### src/rtl/mem_ctrl.sv
// Byte-serial RAM port shared by instruction fetch and the MEM stage.
// MEM has fixed priority; requests are split into 1/2/4 little-endian byte transfers.
module mem_ctrl #(
  parameter int ADDR_WIDTH = 32
) (
  input  logic                  clk,
  input  logic                  rst,
  input  logic                  if_req,
  input  logic [ADDR_WIDTH-1:0] if_addr,
  output logic [31:0]           if_rdata,
  output logic                  if_done,
  input  logic                  mem_req,
  input  logic                  mem_we,
  input  logic [ADDR_WIDTH-1:0] mem_addr,
  input  logic [3:0]            mem_sel,
  input  logic [31:0]           mem_wdata,
  output logic [31:0]           mem_rdata,
  output logic                  mem_done,
  output logic [ADDR_WIDTH-1:0] ram_addr,
  output logic                  ram_wr,
  output logic [7:0]            ram_dout,
  input  logic [7:0]            ram_din,
  output logic                  busy
);

  typedef enum logic [1:0] {
    S_IDLE = 2'd0,
    S_RD   = 2'd1,
    S_WR   = 2'd2,
    S_DONE = 2'd3
  } state_t;

  state_t                state_q;
  logic                  src_mem_q;
  logic [ADDR_WIDTH-1:0] addr_q;
  logic [2:0]            n_q;
  logic [2:0]            cnt_q;
  logic [31:0]           wdata_q;
  logic [31:0]           buf_q;
  logic [31:0]           if_rdata_q;
  logic [31:0]           mem_rdata_q;
  logic                  if_done_q;
  logic                  mem_done_q;
  logic [ADDR_WIDTH-1:0] ram_addr_q;
  logic                  ram_wr_q;
  logic [7:0]            ram_dout_q;
  logic                  busy_q;

  logic [2:0]            cnt_nxt_d;
  logic [ADDR_WIDTH-1:0] addr_nxt_d;
  logic [7:0]            byte_nxt_d;
  logic [1:0]            cap_idx_d;
  logic [31:0]           buf_d;
  logic [2:0]            sel_n_d;

  // cnt_q is the index of the byte address currently on the RAM port
  always_comb begin
    cnt_nxt_d  = cnt_q + 3'd1;
    addr_nxt_d = addr_q + ADDR_WIDTH'(cnt_nxt_d);
    cap_idx_d  = cnt_q[1:0] - 2'd1;
    case (cnt_nxt_d[1:0])
      2'd0:    byte_nxt_d = wdata_q[7:0];
      2'd1:    byte_nxt_d = wdata_q[15:8];
      2'd2:    byte_nxt_d = wdata_q[23:16];
      default: byte_nxt_d = wdata_q[31:24];
    endcase
    buf_d = buf_q;
    case (cap_idx_d)
      2'd0:    buf_d[7:0]   = ram_din;
      2'd1:    buf_d[15:8]  = ram_din;
      2'd2:    buf_d[23:16] = ram_din;
      default: buf_d[31:24] = ram_din;
    endcase
    case (mem_sel)
      4'b0001: sel_n_d = 3'd1;
      4'b0011: sel_n_d = 3'd2;
      default: sel_n_d = 3'd4;
    endcase
  end

  always_ff @(posedge clk) begin
    if (rst) begin
      state_q     <= S_IDLE;
      src_mem_q   <= 1'b0;
      addr_q      <= '0;
      n_q         <= 3'd0;
      cnt_q       <= 3'd0;
      wdata_q     <= 32'd0;
      buf_q       <= 32'd0;
      if_rdata_q  <= 32'd0;
      mem_rdata_q <= 32'd0;
      if_done_q   <= 1'b0;
      mem_done_q  <= 1'b0;
      ram_addr_q  <= '0;
      ram_wr_q    <= 1'b0;
      ram_dout_q  <= 8'd0;
      busy_q      <= 1'b0;
    end else begin
      case (state_q)
        S_IDLE: begin
          if (mem_req || if_req) begin
            src_mem_q  <= mem_req;
            addr_q     <= mem_req ? mem_addr : if_addr;
            ram_addr_q <= mem_req ? mem_addr : if_addr;
            n_q        <= mem_req ? sel_n_d : 3'd4;
            wdata_q    <= mem_wdata;
            cnt_q      <= 3'd0;
            buf_q      <= 32'd0;
            busy_q     <= 1'b1;
            if (mem_req && mem_we) begin
              ram_wr_q   <= 1'b1;
              ram_dout_q <= mem_wdata[7:0];
              state_q    <= S_WR;
            end else begin
              ram_wr_q   <= 1'b0;
              state_q    <= S_RD;
            end
          end
        end
        S_RD: begin
          cnt_q <= cnt_nxt_d;
          if (cnt_q != 3'd0) begin
            buf_q <= buf_d;
          end
          if (cnt_nxt_d < n_q) begin
            ram_addr_q <= addr_nxt_d;
          end
          // Last byte arrives in C(N+1); publish it together with the done pulse
          if (cnt_q == n_q) begin
            state_q <= S_DONE;
            if (src_mem_q) begin
              mem_rdata_q <= buf_d;
              mem_done_q  <= 1'b1;
            end else begin
              if_rdata_q  <= buf_d;
              if_done_q   <= 1'b1;
            end
          end
        end
        S_WR: begin
          if (cnt_nxt_d < n_q) begin
            cnt_q      <= cnt_nxt_d;
            ram_addr_q <= addr_nxt_d;
            ram_dout_q <= byte_nxt_d;
          end else begin
            ram_wr_q   <= 1'b0;
            mem_done_q <= 1'b1;
            state_q    <= S_DONE;
          end
        end
        S_DONE: begin
          if_done_q  <= 1'b0;
          mem_done_q <= 1'b0;
          ram_wr_q   <= 1'b0;
          busy_q     <= 1'b0;
          state_q    <= S_IDLE;
        end
        default: begin
          state_q <= S_IDLE;
        end
      endcase
    end
  end

  assign if_rdata  = if_rdata_q;
  assign if_done   = if_done_q;
  assign mem_rdata = mem_rdata_q;
  assign mem_done  = mem_done_q;
  assign ram_addr  = ram_addr_q;
  assign ram_wr    = ram_wr_q;
  assign ram_dout  = ram_dout_q;
  assign busy      = busy_q;

endmodule

### config.mk
export PLATFORM = sky130hd
export DESIGN_NAME = mem_ctrl
export DESIGN_NICKNAME = d
export VERILOG_FILES = /design/src/rtl/mem_ctrl.sv
export SDC_FILE = /design/constraint.sdc
export NUM_CORES = 1
export LEC_CHECK = 0
export ABC_AREA = 1
export CAP_MARGIN = 5
export CORE_MARGIN = 10
export CORE_UTILIZATION = 55
export DETAILED_ROUTE_END_ITERATION = 7
export GPL_TIMING_DRIVEN = 0
export PLACE_DENSITY = 0.84
export SYNTH_ARGS = -nofsm -noshare
export SYNTH_HDL_FRONTEND = slang
export SYNTH_SLANG_ARGS = --single-unit
### constraint.sdc
create_clock -name clk -period 3.9 [get_ports clk]
set_input_delay 0.39 -clock clk [delete_from_list [all_inputs] [get_ports clk]]
set_output_delay 0.39 -clock clk [all_outputs]
set_load 0.03 [all_outputs]
==> impl_metrics.json <==
{
  "outcome": "complete, no violations",
  "die_h_um": 156,
  "post_cts_buffers": 0,
  "vdd_drop_max_v": 0.000462,
  "cp.required_ns": 4.34,
  "place_congestion": 1.04,
  "syn_area_per_cell_um2": 6.87,
  "num_io_pins": 221,
  "netlist_area_um2": 10200,
  "dp_hpwl_um": 28400,
  "fin_crit_ns": 3.20,
  "synthMuxAreaShare_pct": 1.76,
  "p_sw_share_pct": 43.8,
  "grt_start_max_net_pins": 14,
  "initial_utilization_pct": 56.5,
  "drive_above_1_share_pct": 4.69,
  "yosysSeqAreaShare_pct": 41.6,
  "worst_r2r_path_depth": 12,
  "start_kind": "flip-flop",
  "num_antenna_cells": 0,
  "drt_pass1_iterations": 5,
  "seq_area_um2": 4260,
  "syn_to_final_growth_pct": 31.9,
  "whs_path_depth": 3,
  "root_buffer": "clkbuf_16",
  "hp-class": "in2reg",
  "viasPerCell": 5.67,
  "nFillCells": 1467,
  "clock.fmax_ghz": 0.313,
  "synth_compound_area_share_pct": 18.6,
  "cts_hold_buf": 0,
  "rows": 49,
  "syn_nets": 1622,
  "rr_startpoint": "cnt_q[0]",
  "cts_tree": "yes",
  "totalWireLength_um": 37600,
  "synth-simple-area-share_pct": 25.9,
  "drc": 0,
  "finalSetupTns_ns": 0,
  "wl_per_cell_um": 19.0,
  "p_sw_mw": 4.27,
  "clkSlewWorstSetupHoldPaths_ns": 0.06,
  "synthXorXnorAreaFrac_pct": 0.855,
  "p_int_mw": 5.48,
  "nNetsFinal": 1866,
  "ant_nets": 0,
  "synth_top_family_by_area": "simple AND/OR/NAND/NOR gates",
  "synthAdderAreaFrac_pct": 2.27,
  "cts_sinks": 213,
  "rsz0062_at_grt": "no",
  "ys_types": 35,
  "post-place-ws_ns": 0.919,
  "drv_slew": 0,
  "post-route-period-util_pct": 82.0,
  "drt_iter0_markers": 1123,
  "clkLatencyLatePin_ns": 0.53,
  "yosys_warnings": 0,
  "reg2reg_slack_ns": 0.70,
  "pwr-share-clk_pct": 23.5,
  "clock_path_buffers": 3,
  "cts_resized": 0,
  "grt_antenna_before_repair": 0,
  "fin_skew_ns": 0.0345,
  "groute.usage.overall_pct": 29.0,
  "hold_start": "mem_req",
  "design_area_um2": 13500,
  "multi_input_area_um2": 5050,
  "core_um2": 18100,
  "instances_no_fill": 1979,
  "grt_pass1_vias": 10651,
  "grt_pass1_wl_um": 57400,
  "hold_viol": 0,
  "setup_slack_ns": 0.702,
  "max_cap_viol_count": 0,
  "r2r-end": "ram_addr[19]",
  "powerDensity_nw_per_um2": 721,
  "tightestPinTransition_ns": 0.891,
  "cts_buffers": 23,
  "dp.cells": 1939,
  "leakage_nw": 5.38,
  "combPwrFrac_pct": 45.3,
  "seqPwrFrac_pct": 31.3,
  "io_buffers": 219,
  "yosys_register_bits": 213,
  "h-tree-depth": 1,
  "grt.overflow.total": 0,
  "die_x_um": 156,
  "vias": 11227,
  "end_kind": "flip-flop",
  "arrival_ns": 3.64,
  "placed_area_um2": 12700,
  "path_max_fanout": 8,
  "slew-limit-headroom_pct": 40.6,
  "critical_path_class": "reg2reg",
  "whs_ns": 0.306,
  "dieArea_um2": 24500,
  "syn_inst": 1491,
  "setup_viol": 0,
  "hold-path-endpoint": "src_mem_q"
}
## metal layers
| layer | part of all wire (%) | vias to the layer above | track usage, % |
|---|---|---|---|
| li1 | - | 5307 | - |
| met1 | 41 | 5211 | 38.4 |
| met2 | 46 | 628 | 47.6 |
| met3 | 11 | 81 | 5.51 |
| met4 | 2.5 | 0 | 7.69 |
| met5 | 0 | - | 0 |
## logic make-up after synthesis
| group | count (synthesis) |
|---|---|
| multiplexers | 18 |
| flip-flops | 213 |
| XOR/XNOR | 10 |
| AO/OA/AOI/OAI | 361 |
| adder cells (fa/ha/maj) | 18 |
| buffers and inverters | 235 |
| AND/OR/NAND/NOR | 636 |
## placed cells by master, fill, tap and decap left out, types with 2 or more instances in the layout
| cell | n |
|---|---|
| nand2_1 | 321 |
| clkdlybuf4s50_1 | 219 |
| dfxtp_1 | 213 |
| nor2_1 | 195 |
| a21oi_1 | 185 |
| inv_1 | 136 |
| o21ai_0 | 135 |
| nand3_1 | 75 |
| clkbuf_1 | 59 |
| nand3b_1 | 34 |
| buf_2 | 24 |
| clkbuf_16 | 23 |
| mux2i_1 | 18 |
| ha_1 | 17 |
| a211oi_1 | 15 |
| o21ai_1 | 13 |
| o211ai_1 | 9 |
| clkbuf_8 | 8 |
| inv_2 | 6 |
| xor2_1 | 5 |
| xnor2_1 | 5 |
| buf_1 | 5 |
| buf_4 | 4 |
| clkinv_2 | 4 |
| nand4_1 | 2 |
| nand3_2 | 2 |
| nor3b_1 | 2 |
| bufinv_16 | 2 |
## power by group through the flow
stage / Combinational, mW / Clock, mW / Sequential (mW)
after floorplan: 2.41 / 0 / 3.35
after global placement: 4.21 / 0 / 3.05
after detailed placement: 4.29 / 0 / 3.07
after CTS: 4.33 / 2.27 / 3.03
after global routing: 4.78 / 2.36 / 3.09
final: 4.41 / 2.29 / 3.05
## state kept, by name, indices dropped and copies added, names as in the netlist, 8 cells and up
name       flops
addr_q        32
buf_q         32
if_rdata      32
mem_rdata     32
ram_addr      32
wdata_q       32
ram_dout       8
## critical path, stage by stage (launching register included)
cell	delay, ns
dfxtp_1	0.45
ha_1	0.18
clkbuf_1	0.40
xor2_1	0.36
ha_1	0.26
inv_1	0.08
nand2_1	0.11
nand2_1	0.13
nor2_1	0.54
nand2_1	0.19
xnor2_1	0.19
nand2_1	0.09
a21oi_1	0.14
## cells in the mapped netlist
cell type    n  area [um2]
nor3b_1      2        15.0
nand2_1    321        1200
a21oi_4      1        16.3
nor2_1     195         732
o21ai_1     13        65.1
buf_2       24         120
mux2i_1     18         180
nand3_2      2        20.0
buf_1        5        18.8
ha_1        17         213
inv_1      136         510
clkinv_1     1        3.75
nor4b_1      1        8.76
nand3b_1    34         255
xor2_1       5        43.8
clkbuf_2     1        5.00
o21bai_1     1        7.51
clkbuf_1    58         218
o211ai_1     9        67.6
a21oi_1    185         926
nor3_2       1        10.0
fa_1         1        20.0
o21ai_2      1        8.76
nand3_1     75         375
a211oi_1    15         113
inv_2        6        22.5
nand4_1      2        12.5
xnor2_1      5        43.8
nor3_1       1        5.00
dfxtp_1    213        4260
o21ai_0    135         676
o211ai_4     1        21.3
nor2_2       1        6.26
or2_2        1        6.26
buf_4        4        30.0
## worst max-delay path by stage
stage                   from            to  slack [ns]
global route        cnt_q[0]  ram_addr[19]        0.49
floorplan           cnt_q[0]  ram_addr[20]        1.60
CTS                 cnt_q[0]  ram_addr[20]        0.83
detailed placement  cnt_q[1]  ram_addr[20]        0.92
global placement    cnt_q[0]  ram_addr[20]        0.92
finish              cnt_q[0]  ram_addr[19]        0.70
## metrics by stage
stage | power [mW] | util, %
6_report | 9.75 | 74.5
5_1_grt | 10.2 | 74.5
4_1_cts | 9.63 | 74.5
3_5_place_dp | 7.35 | 70.1
3_3_place_gp | 7.26 | 70.1
2_1_floorplan | 5.76 | -
## cell type report
cell class                      instances  share of cell area (%)
Buffer                                 92                    2.90
Clock buffer                           32                    5.10
Clock inverter                          8                   0.741
Inverter                              143                    3.97
Multi-Input combinational cell       1043                    37.4
Sequential cell                       213                    31.6
Tap cell                              229                    2.12
Timing Repair Buffer                  219                    16.2
(Power assumes the default switching activity.)
